===== src/rtl/ifu_pkg.sv =====
// Shared types and constants for the instruction fetch unit.
package ifu_pkg;

  typedef enum logic [1:0] {
    StIdle,
    StReq,
    StWait,
    StHold
  } ifu_state_t;

  typedef enum logic [1:0] {
    PcHold,
    PcStep,
    PcRedirect,
    PcReset
  } pc_sel_t;

  localparam logic [31:0] IFU_RESET_PC = 32'h8000_0000;
  localparam logic [31:0] IFU_NOP      = 32'h0000_0013;
  localparam logic [31:0] IFU_PC_STEP  = 32'd4;

endpackage


===== src/rtl/ifu_pc_gen.sv =====
// Combinational next-PC select for the fetch unit: reset, redirect, sequential step or hold.
// IFU_MISALIGN_CHECK_EN keeps redirect targets unaligned so the FSM can trap them.
module ifu_pc_gen
  import ifu_pkg::*;
#(
  parameter logic [31:0] RESET_PC = IFU_RESET_PC
) (
  input  pc_sel_t     sel,
  input  logic [31:0] pc,
  input  logic [31:0] redirect_pc,
  output logic [31:0] next_pc,
  output logic        misalign
);

  logic [31:0] target;

`ifdef IFU_MISALIGN_CHECK_EN
  assign target   = redirect_pc;
  assign misalign = |next_pc[1:0];
`else
  // Without the check a redirect can never produce a misaligned fetch.
  assign target   = redirect_pc & ~32'h3;
  assign misalign = 1'b0;
`endif

  always_comb begin
    next_pc = pc;
    unique case (sel)
      PcReset:    next_pc = RESET_PC;
      PcRedirect: next_pc = target;
      PcStep:     next_pc = pc + IFU_PC_STEP;
      default:    next_pc = pc;
    endcase
  end

endmodule


===== src/rtl/ifu.sv =====
// Instruction fetch unit: owns the PC, keeps one read outstanding, delivers words by valid/ready.
// Define IFU_MISALIGN_CHECK_EN to turn misaligned redirects into a flagged NOP instead of a fetch.
module ifu
  import ifu_pkg::*;
#(
  parameter logic [31:0] RESET_PC = IFU_RESET_PC
) (
  input  logic        clk,
  input  logic        rst,
  output logic        mem_req_valid,
  input  logic        mem_req_ready,
  output logic [31:0] mem_req_addr,
  input  logic        mem_resp_valid,
  input  logic [31:0] mem_resp_data,
  output logic        out_valid,
  input  logic        out_ready,
  output logic [31:0] out_instr,
  output logic [31:0] out_pc,
  output logic        out_misalign,
  input  logic        redirect_valid,
  input  logic [31:0] redirect_pc
);

  ifu_state_t  state;
  logic [31:0] pc;
  logic [31:0] req_addr;
  logic [31:0] next_pc;
  logic        squash;
  logic        misalign_q;
  logic        redirect;
  logic        trap;
  pc_sel_t     pc_sel;

  assign redirect     = redirect_valid && (state != StIdle);
  assign mem_req_addr = req_addr;
  // Constant 0 when the misalign check is compiled out.
  assign out_misalign = misalign_q;

  always_comb begin
    pc_sel = PcHold;
    if (redirect) begin
      pc_sel = PcRedirect;
    end else if (state == StHold && out_ready) begin
      pc_sel = PcStep;
    end
  end

  ifu_pc_gen #(
    .RESET_PC(RESET_PC)
  ) u_pc_gen (
    .sel        (pc_sel),
    .pc         (pc),
    .redirect_pc(redirect_pc),
    .next_pc    (next_pc),
    .misalign   (trap)
  );

  always_ff @(posedge clk or posedge rst) begin
    if (rst) begin
      state         <= StIdle;
      pc            <= RESET_PC;
      req_addr      <= RESET_PC;
      squash        <= 1'b0;
      mem_req_valid <= 1'b0;
      out_valid     <= 1'b0;
      out_instr     <= '0;
      out_pc        <= '0;
      misalign_q    <= 1'b0;
    end else begin
      pc <= next_pc;
      unique case (state)
        StIdle: begin
          state         <= StReq;
          mem_req_valid <= 1'b1;
          req_addr      <= pc;
        end

        StReq: begin
          // The pending request cannot be withdrawn; its response is dropped later.
          if (redirect) begin
            squash <= 1'b1;
          end
          if (mem_req_ready) begin
            mem_req_valid <= 1'b0;
            if (redirect && trap) begin
              state      <= StHold;
              out_valid  <= 1'b1;
              misalign_q <= 1'b1;
              out_pc     <= next_pc;
              out_instr  <= IFU_NOP;
            end else begin
              state <= StWait;
            end
          end
        end

        StWait: begin
          if (mem_resp_valid && !squash && !redirect) begin
            state      <= StHold;
            out_valid  <= 1'b1;
            misalign_q <= 1'b0;
            out_instr  <= mem_resp_data;
            out_pc     <= req_addr;
          end else if (mem_resp_valid) begin
            squash <= 1'b0;
            if (trap) begin
              state      <= StHold;
              out_valid  <= 1'b1;
              misalign_q <= 1'b1;
              out_pc     <= next_pc;
              out_instr  <= IFU_NOP;
            end else begin
              state         <= StReq;
              mem_req_valid <= 1'b1;
              req_addr      <= next_pc;
            end
          end else if (redirect) begin
            squash <= 1'b1;
            if (trap) begin
              state      <= StHold;
              out_valid  <= 1'b1;
              misalign_q <= 1'b1;
              out_pc     <= next_pc;
              out_instr  <= IFU_NOP;
            end
          end
        end

        StHold: begin
          // A trap can sit here while a squashed response is still owed; absorb it in place.
          if (squash && mem_resp_valid) begin
            squash <= 1'b0;
          end
          if (redirect && trap) begin
            out_valid  <= 1'b1;
            misalign_q <= 1'b1;
            out_pc     <= next_pc;
            out_instr  <= IFU_NOP;
          end else if (redirect || out_ready) begin
            if (squash && !mem_resp_valid) begin
              state      <= StWait;
              out_valid  <= 1'b0;
              misalign_q <= 1'b0;
            end else if (trap) begin
              out_valid  <= 1'b1;
              misalign_q <= 1'b1;
              out_pc     <= next_pc;
              out_instr  <= IFU_NOP;
            end else begin
              state         <= StReq;
              out_valid     <= 1'b0;
              misalign_q    <= 1'b0;
              mem_req_valid <= 1'b1;
              req_addr      <= next_pc;
            end
          end
        end

        default: begin
          state <= StIdle;
        end
      endcase
    end
  end

endmodule


===== config.mk =====
export PLATFORM = sky130hd
export DESIGN_NAME = ifu
export DESIGN_NICKNAME = d
export VERILOG_FILES = /design/src/rtl/ifu_pkg.sv /design/src/rtl/ifu_pc_gen.sv /design/src/rtl/ifu.sv
export SDC_FILE = /design/constraint.sdc
export NUM_CORES = 1
export LEC_CHECK = 0
export ABC_AREA = 1
export BUFFER_PORTS_ARGS = -buffer_cell sky130_fd_sc_hd__buf_2
export CAP_MARGIN = 20
export CORE_ASPECT_RATIO = 0.6
export CORE_MARGIN = 5
export CORE_UTILIZATION = 58
export DETAILED_ROUTE_END_ITERATION = 12
export HOLD_SLACK_MARGIN = 0.06
export PLACE_DENSITY = 0.86
export SYNTH_ARGS = -nofsm -noshare
export SYNTH_HDL_FRONTEND = slang
export SYNTH_SLANG_ARGS = --single-unit

===== constraint.sdc =====
create_clock -name clk -period 9.31 [get_ports clk]
set_input_delay 0 -clock clk [delete_from_list [all_inputs] [get_ports clk]]
set_output_delay 0 -clock clk [all_outputs]
set_load 0.01 [all_outputs]

==> impl_metrics.ini <==
[synthesis]
synthesis.area_um2 = 6620
synth-seq-cells = 133
ys_warn_count = 0
syn_nets = 988
syn_inst = 913
yosysUniqueCellTypes = 28
syn_avg_cell_area_um2 = 7.25
ys_seq_area_frac = 0.503

[clocking]
cts_hold_buffers = 67
clock-root-buffer = clkbuf_16
htree_levels = 4
cts-buffers-inserted = 17
worstSkewPairLatency_ps = 430
post_cts_resized = 0
clkTransAtPathRegs_ps = 60
post-cts-setup-buffer-count = 0
cts.sinks = 133
cts_tree = done
clock_tree.buffer_depth = 2

[worst_setup_path]
crit_slowest_cell = inv_2
slowest_delay_ps = 620
startpoint_type = flop
cp.required_ps = 9610
critPathBufInv = 4
critPathTopFamily = buffers and inverters
critical_path.cell_chain = inv_1 -> ha_1 -> inv_2 -> nand2_2 -> nand4_1 -> buf_4 -> inv_2 -> nand2_1 -> nand2_1
end_kind = flop
cp_max_fo = 74
path_class = flop to flop
cp.arrival_ps = 3100

[sta]
worst_clock_skew_ps = 11.1
slew_headroom = 0.335
setup_viol = 0
hold_ws_ps = 94.3
hold_violations = 0
period_needed_ps = 2800
worstMarginPinSlew_ps = 998
timing.fmax_mhz = 357
timing.final.crit_share = 0.301
rsz0062_at_grt = no
drv_slew = 0
final.setup.tns_ps = 0

[grt]
grt_use_total = 0.299
grt_max_degree = 75
antenna_found_initial = 0
overflow = 0
grt_first_pass_wirelength_mm = 32.9
grt_pass1_vias = 6575

[routing]
postRouteAntennaNets = 0
vias = 7017
first_iter_violations = 698
post-route-drc-count = 0
drt-total-wl_mm = 20.3
wire_per_inst_um = 15.7
drtPass1Iterations = 5
vias_per_cell = 5.43

[hold_path]
hold_class = input port to flop

[outcome]
outcome = complete, no violations

[placement]
dp_hpwl_mm = 12.1
port_buffers = 165
place_congestion = 0.982

[final_layout]
nFillCells = 741
area_growth_pct = 32.9
antenna_cells = 0
nNetsFinal = 1211
layout-drive-gt1-share = 0.198

[floorplan]
std_cell_rows = 30
die_y_um = 92.7
coreArea_um2 = 11200
start_util = 0.590
io_pins = 169
die_area_um2 = 13700
chipWidth_um = 148

[pwr]
vdd.ir_drop.worst_mv = 0.189
powerDensity_nw_per_um2 = 349
total_leakage_power_uw = 0.00472
power_uw = 3070

[flow_run]
drv_cap = 0
-- final timing paths --
kind,start,end,slack (ps),cells after the start
min in group asynchronous,rst,out_instr[27],200,3
max in group asynchronous,rst,mem_req_addr[27],7810,4
worst min register to register,out_instr[25],out_instr[25],470,2
worst max-delay path,state[0],out_instr[15],6510,9
worst max register to register,state[0],out_instr[15],6510,9
worst min-delay path,mem_resp_valid,state[0],90,5
-- placed cells by master (no fill, tap or decap), drive strengths merged --
master,count
dlygate4sd3,67
nand3,69
nand2,412
nor2,78
o211ai,2
dfstp,2
nand4,1
nor3,1
o22ai,4
ha,5
a31oi,2
clkinvlp,1
buf,172
conb,1
o21bai,1
clkbuf,18
clkinv,8
inv,89
dfrtp,131
a32oi,1
o21ai,56
a21oi,25
bufinv,2
-- where the power goes --
group          internal [uW]  switching, uW  total, uW
combinational            479            869       1350
sequential               845            206       1050
clock                    403            269        672
total                   1730           1340       3070
-- layer usage --
layer / share of wire / GRT usage / vias to the layer above
met5: 0 / 0 / -
met1: 0.43 / 0.404 / 3262
met4: 0.019 / 0.0884 / 0
met3: 0.11 / 0.0929 / 51
li1: - / - / 3279
met2: 0.45 / 0.469 / 425
-- cells by family (layout without fill, tap and decap cells) --
family | count (synthesis) | in the layout | synth area share
other | 1 | 1 | 0.000567
adders and majority gates | 5 | 5 | 0.00945
buffers and inverters | 122 | 357 | 0.0735
DFF | 133 | 133 | 0.503
and+or+nand+nor | 561 | 561 | 0.336
AOI/OAI and AO/OA | 91 | 91 | 0.0773
-- state kept, by name, indices dropped and copies added, names as in the netlist --
name and cells:
squash 1, mem_req_valid 1, out_instr 32, pc 32
out_pc 32, mem_req_addr 32, out_valid 1, state 2
-- worst min-delay path, stage by stage --
cell,delay (ps)
buf_2,90
inv_1,70
a21oi_1,140
o21ai_0,90
o21ai_0,80
-- layout make-up --
class                   instances  area, um^2  share of cell area
clock buffers                  18         439              0.0499
clock inverters                13         148              0.0168
inverters                      87         334              0.0380
multi-input cells             658        2800               0.318
flip-flops and latches        133        3330               0.379
well taps                     144         180              0.0205
repair buffers                239        1560               0.178
-- synth_stat cells --
cell | instances | area [um^2]
clkinv_1 | 1 | 3.75
nand4_1 | 1 | 6.26
o211ai_1 | 2 | 15.0
nand2_1 | 409 | 1540
nand3_1 | 69 | 345
buf_1 | 4 | 15.0
buf_2 | 9 | 45.0
dfrtp_1 | 131 | 3280
inv_4 | 1 | 6.26
o21ai_0 | 56 | 280
o22ai_1 | 4 | 25.0
nor2_1 | 75 | 282
clkbuf_1 | 19 | 71.3
buf_4 | 2 | 15.0
a32oi_1 | 1 | 8.76
a21oi_2 | 10 | 87.6
dfstp_2 | 2 | 52.6
nor3_4 | 1 | 16.3
nand2_2 | 3 | 18.8
inv_2 | 2 | 7.51
ha_1 | 5 | 62.6
buf_6 | 1 | 11.3
a31oi_1 | 2 | 12.5
a21oi_1 | 15 | 75.1
o21bai_1 | 1 | 7.51
nor2_2 | 3 | 18.8
conb_1 | 1 | 3.75
inv_1 | 83 | 312
-- through the flow --
stage          worst slack [ps]  instances  cell area [um^2]   util
6_report                   6510       1292              8790  0.784
5_1_grt                    6300       1292              8790  0.784
4_1_cts                    5990       1291              8770  0.782
3_5_place_dp               6350       1193              7520  0.670
3_3_place_gp               6450       1193              7520  0.670
2_1_floorplan              5760        913              6620      -
No activity file was read; power rests on OpenSTA's default activity.
